**config.mk**
```make
export PLATFORM = sky130hd
export DESIGN_NAME = bus_arbiter
export DESIGN_NICKNAME = d
export VERILOG_FILES = /design/src/rtl/bus_arbiter.sv
export SDC_FILE = /design/constraint.sdc
export NUM_CORES = 1
export LEC_CHECK = 0
export CAP_MARGIN = 10
export CORE_ASPECT_RATIO = 0.75
export CORE_MARGIN = 1
export CORE_UTILIZATION = 44
export CTS_BUF_LIST = sky130_fd_sc_hd__clkbuf_8
export DETAILED_ROUTE_END_ITERATION = 7
export PLACE_DENSITY = 0.95
export SYNTH_ARGS = -nofsm -noshare
export SYNTH_HDL_FRONTEND = slang
export SYNTH_SLANG_ARGS = --single-unit
export TNS_END_PERCENT = 1
```
**constraint.sdc**
```tcl
create_clock -name clk -period 3.5 [get_ports clk]
set_input_delay 1.05 -clock clk [delete_from_list [all_inputs] [get_ports clk]]
set_output_delay 1.05 -clock clk [all_outputs]
set_load 0.1 [all_outputs]
```
**src/rtl/bus_arbiter.sv**
```systemverilog
// Round-robin owner of the shared memory/IO bus: latches one requester's access,
// runs the req/ack handshake with an ack timeout, and supports locked bursts.
module bus_arbiter #(
    parameter int NREQ    = 3,
    parameter int AW      = 16,
    parameter int DW      = 16,
    parameter int TIMEOUT = 15
) (
    input  logic               clk,
    input  logic               n_rst,
    input  logic [NREQ-1:0]    i_req,
    input  logic [NREQ-1:0]    i_lock,
    input  logic [NREQ-1:0]    i_we,
    input  logic [NREQ*AW-1:0] i_addr,
    input  logic [NREQ*DW-1:0] i_wdata,
    output logic [NREQ-1:0]    o_gnt,
    output logic [NREQ-1:0]    o_done,
    output logic [DW-1:0]      o_rdata,
    output logic               o_err,
    output logic               o_busy,
    output logic               o_mem_req,
    output logic               o_mem_we,
    output logic [AW-1:0]      o_mem_addr,
    output logic [DW-1:0]      o_mem_wdata,
    input  logic               i_mem_ack,
    input  logic [DW-1:0]      i_mem_rdata
);
    localparam int IW = (NREQ > 1) ? $clog2(NREQ) : 1;
    localparam int CW = 8;

    typedef enum logic [1:0] {IDLE, ACCESS, DONE} state_t;

    state_t        state_q, state_d;
    logic [IW-1:0] ptr_q, ptr_d;
    logic [IW-1:0] gidx_q, gidx_d;
    logic          we_q, we_d;
    logic [AW-1:0] addr_q, addr_d;
    logic [DW-1:0] wdata_q, wdata_d;
    logic [CW-1:0] cnt_q, cnt_d;
    logic [DW-1:0] rdata_q, rdata_d;
    logic          err_q, err_d;
    logic          abort_q, abort_d;

    logic [AW-1:0] addr_v  [NREQ];
    logic [DW-1:0] wdata_v [NREQ];
    logic [IW-1:0] win_idx, cand, sel_idx;
    logic          win_vld;

    for (genvar k = 0; k < NREQ; k++) begin : g_unpack
        assign addr_v[k]  = i_addr[k*AW +: AW];
        assign wdata_v[k] = i_wdata[k*DW +: DW];
    end

    // First active request at or after the pointer, wrapping.
    always_comb begin
        win_idx = '0;
        win_vld = 1'b0;
        cand    = '0;
        for (int i = 0; i < NREQ; i++) begin
            cand = IW'((int'(ptr_q) + i) % NREQ);
            if (!win_vld && i_req[cand]) begin
                win_vld = 1'b1;
                win_idx = cand;
            end
        end
    end

    assign sel_idx = (state_q == IDLE) ? win_idx : gidx_q;

    always_comb begin
        state_d = state_q;
        ptr_d   = ptr_q;
        gidx_d  = gidx_q;
        we_d    = we_q;
        addr_d  = addr_q;
        wdata_d = wdata_q;
        cnt_d   = cnt_q;
        rdata_d = rdata_q;
        err_d   = 1'b0;
        abort_d = abort_q;
        case (state_q)
            IDLE: begin
                cnt_d = '0;
                if (win_vld) begin
                    gidx_d  = win_idx;
                    we_d    = i_we[sel_idx];
                    addr_d  = addr_v[sel_idx];
                    wdata_d = wdata_v[sel_idx];
                    abort_d = 1'b0;
                    state_d = ACCESS;
                end
            end
            ACCESS: begin
                cnt_d = cnt_q + 1'b1;
                if (i_mem_ack) begin
                    if (!we_q) rdata_d = i_mem_rdata;
                    state_d = DONE;
                end else if (cnt_q == CW'(TIMEOUT - 1)) begin
                    rdata_d = '0;
                    err_d   = 1'b1;
                    abort_d = 1'b1;
                    state_d = DONE;
                end
            end
            DONE: begin
                cnt_d = '0;
                // An aborted access never continues a burst, so a stuck lock cannot starve others.
                if (i_lock[gidx_q] && i_req[gidx_q] && !abort_q) begin
                    we_d    = i_we[sel_idx];
                    addr_d  = addr_v[sel_idx];
                    wdata_d = wdata_v[sel_idx];
                    state_d = ACCESS;
                end else begin
                    ptr_d   = (gidx_q == IW'(NREQ - 1)) ? '0 : gidx_q + 1'b1;
                    state_d = IDLE;
                end
            end
            default: state_d = IDLE;
        endcase
    end

    always_ff @(posedge clk or negedge n_rst) begin
        if (!n_rst) begin
            state_q <= IDLE;
            ptr_q   <= '0;
            gidx_q  <= '0;
            we_q    <= 1'b0;
            addr_q  <= '0;
            wdata_q <= '0;
            cnt_q   <= '0;
            rdata_q <= '0;
            err_q   <= 1'b0;
            abort_q <= 1'b0;
        end else begin
            state_q <= state_d;
            ptr_q   <= ptr_d;
            gidx_q  <= gidx_d;
            we_q    <= we_d;
            addr_q  <= addr_d;
            wdata_q <= wdata_d;
            cnt_q   <= cnt_d;
            rdata_q <= rdata_d;
            err_q   <= err_d;
            abort_q <= abort_d;
        end
    end

    always_comb begin
        o_gnt  = '0;
        o_done = '0;
        if (state_q != IDLE) o_gnt[gidx_q] = 1'b1;
        if (state_q == DONE) o_done[gidx_q] = 1'b1;
    end

    assign o_busy      = (state_q != IDLE);
    assign o_mem_req   = (state_q == ACCESS);
    assign o_mem_we    = o_mem_req & we_q;
    assign o_mem_addr  = o_mem_req ? addr_q : '0;
    assign o_mem_wdata = o_mem_req ? wdata_q : '0;
    assign o_rdata     = rdata_q;
    assign o_err       = err_q;
endmodule

```
==> run_results.csv <==
group,metric,value,unit
status,status,"finished clean",
sta,hold_viol_final,0,
drt,vias_per_cell,5.21,
floorplan,core_area,0.00908,mm²
global_routing,grt_max_degree,36,
clocking,hold_buffers,0,
drt,avgRoutedWirePerCell,16.0,µm
floorplan,dieArea,0.00975,mm²
synthesis,synth_top_area_share,39.5,%
sta,drv_slew,0,
setup_path,worst-path-max-fanout,19,
finish,area_growth,57.9,%
floorplan,die_h,85.8,µm
clocking,cts_buffers,9,
sta,rsz0062_at_grt,"no",
clocking,insertion_delay,340,ps
setup_path,startpoint_type,"input port",
global_routing,antenna_found_initial,0,
setup_path,max_stage_delay,530,ps
clocking,clockBufferDepth,2,
synthesis,synth_nets,542,
placement,port-buffer-count,181,
finish,fin_util,71.6,%
setup_path,critical_path_arrival,3340,ps
placement,hpwl,8950,µm
synthesis,synth_seq_cells,65,
global_routing,grt_pass1_vias,3967,
synthesis,yosysWarnings,0,
clocking,cts-root-buf,"clkbuf_8",
sta,setup-violations-final,0,
worst_hold_path,holdCritStartpoint,"addr_q[13]",
setup_path,critPathTopFamily,"compound AO/OA/AOI/OAI gates",
synthesis,yosysSeqAreaShare,39.5,%
floorplan,start_util,45.3,%
floorplan,die_x,114,µm
finish,drive_gt1_share,21.2,%
sta,period_minus_slack,3140,ps
clocking,cts_resized,0,
setup_path,crit_buf_inv,2,
setup_path,cp-startpoint,"i_req[2]",
setup_path,critPathSlowestCell,"clkdlybuf4s50_1",
drt,vias,3760,
finish,fin_area,0.00650,mm²
placement,placed_area,0.00630,mm²
sta,fin_crit_sh,89.6,%
drt,routed_wl,11500,µm
synthesis,syn_area,0.00412,mm²
setup_path,crit_chain,"clkdlybuf4s50_1 -> mux2i_1 -> o21ai_1 -> o32a_1 -> o31ai_1 -> or2_2 -> buf_12 -> o221ai_1",
clocking,cts_tree,"yes",
clocking,clkTransAtPathRegs,70,ps
placement,pre_cts_ws,113,ps
global_routing,grt_overflow,0,
synthesis,synth_top_area_cell,"dfrtp_1",
finish,num_antenna_cells,0,
setup_path,ff2ff_path_depth,9,
sta,tightest_slew,834,ps
synthesis,synthTopCellsByArea,"dfrtp_1 40%, mux2i_1 13%, o221ai_2 11%",
worst_hold_path,hp-class,"reg2reg",
drt,drt_iter0_markers,248,
clocking,ctsHtreeMaxLevel,3,
clocking,postCtsSetupBuffers,0,
drt,ant_nets,0,
sta,max_slew_margin,44.3,%
flow_run,max_cap_viol_count,0,
global_routing,globalRouteTotalUtil,24.4,%
setup_path,critPathRequiredTime,3700,ps
synthesis,synth.distinct_cells,45,
setup_path,cp.depth,8,
sta,finalClockSkew,13.4,ps
drt,drc,0,
worst_hold_path,whs_path_depth,2,
synthesis,syn_avg_cell_area,9.99,µm²
floorplan,rows,30,
floorplan,ios,182,
placement,gp_congestion,1.02,
finish,nNetsFinal,718,
sta,fmax,319,MHz
sta,worst_slack,364,ps
global_routing,grt_pass1_wl,18700,µm
setup_path,end_kind,"register",
setup_path,r2r-start,"ptr_q[0]",
clocking,cts_sinks,65,
setup_path,critPathKind,"in2reg",
synthesis,synthCells,412,
drt,first_pass_iters,5,
## area by class of cell
class,count,area (µm²)
fillers,647,2580
repair buffers,190,2200
multi-input cells,268,2100
flip-flops and latches,65,1630
inverters,54,203
well taps,128,160
clock buffers,10,138
clock inverters,6,66.3
## registers in the layout, indices dropped and copies added, names as in the netlist
| register | flops |
|---|---|
| we_q | 1 |
| state_q | 2 |
| abort_q | 1 |
| gidx_q | 2 |
| cnt_q | 8 |
| ptr_q | 2 |
| o_rdata | 16 |
| wdata_q | 16 |
| o_err | 1 |
| addr_q | 16 |
## cell usage in the layout (no fill, tap or decap), drive strengths merged, types with 2 or more instances in the layout
cell,netlist,final
clkdlybuf4s50,0,122
buf,16,68
dfrtp,65,65
nand2,62,62
inv,54,55
mux2i,54,54
and2,41,41
o221ai,34,34
nor2,14,14
clkbuf,9,10
ha,6,6
nand2b,6,6
o21ai,6,6
nand3,5,5
xnor2,5,5
nor3,4,4
o31ai,4,4
clkinv,0,4
a21oi,3,3
and3,2,2
nand3b,2,2
o21bai,2,2
or2,2,2
o21a,2,2
xor2,2,2
o22ai,2,2
## synth_stat cells
| cell | count |
|---|---|
| a21o_1 | 1 |
| a21oi_1 | 3 |
| a31oi_1 | 1 |
| a41oi_1 | 1 |
| and2_1 | 41 |
| and3_1 | 2 |
| buf_2 | 3 |
| buf_4 | 1 |
| buf_6 | 12 |
| clkbuf_1 | 9 |
| dfrtp_1 | 65 |
| ha_1 | 6 |
| inv_1 | 53 |
| inv_2 | 1 |
| mux2i_1 | 53 |
| mux2i_4 | 1 |
| nand2_1 | 62 |
| nand2b_1 | 6 |
| nand3_1 | 5 |
| nand3b_1 | 2 |
| nand4b_1 | 1 |
| nor2_1 | 13 |
| nor2_4 | 1 |
| nor2b_1 | 1 |
| nor3_1 | 4 |
| nor3b_1 | 1 |
| o21a_1 | 2 |
| o21ai_0 | 4 |
| o21ai_1 | 1 |
| o21ai_4 | 1 |
| o21bai_1 | 2 |
| o221a_1 | 1 |
| o221ai_1 | 3 |
| o221ai_2 | 31 |
| o22a_1 | 1 |
| o22ai_2 | 1 |
| o22ai_4 | 1 |
| o31ai_1 | 3 |
| o31ai_4 | 1 |
| o32a_1 | 1 |
| or2_1 | 1 |
| or2_2 | 1 |
| or3_1 | 1 |
| xnor2_1 | 5 |
| xor2_1 | 2 |
## cells by family after synthesis
family	count (synthesis)	share of synthesized area, %
AOI/OAI and AO/OA	59	17.2
xor gates and xnor gates	7	1.49
DFF	65	39.5
buffers and inverters	79	9.57
and+or+nand+nor	142	17.0
muxes	54	13.4
adders and majority gates	6	1.82
## through the flow
| step | hold slack [ps] | instances | setup TNS (ps) |
|---|---|---|---|
| floorplan | 444 | 412 | -2090 |
| CTS | 487 | 721 | 0 |
| global route | 509 | 721 | 0 |
| finish | 482 | 721 | 0 |
| global placement | 462 | 705 | 0 |
| detailed placement | 470 | 705 | 0 |
## layer usage
| layer | up-vias | share of wire (%) | GRT usage, % |
|---|---|---|---|
| met1 | 1812 | 40 | 27.0 |
| met2 | 181 | 51 | 45.2 |
| li1 | 1739 | - | - |
| met5 | - | 0 | 0 |
| met4 | 0 | 1.4 | 5.74 |
| met3 | 28 | 8.2 | 7.92 |
## tightest hold or removal path, cell delays in order (launching register included)
cell	delay, ps
dfrtp_1	330
nand2_1	50
o221ai_1	60
## worst paths after layout
path / slack [ps] / endpoint
worst max-delay path: 360 / addr_q[14]
worst min-delay path: 480 / addr_q[13]
worst max register to register: 590 / addr_q[4]
worst min register to register: 480 / addr_q[13]
max in group asynchronous: 2060 / gidx_q[1]
min in group asynchronous: 780 / o_rdata[7]
Power is not shown: default switching activity piles up to over one toggle a cycle in this logic, so the estimate is an artifact.
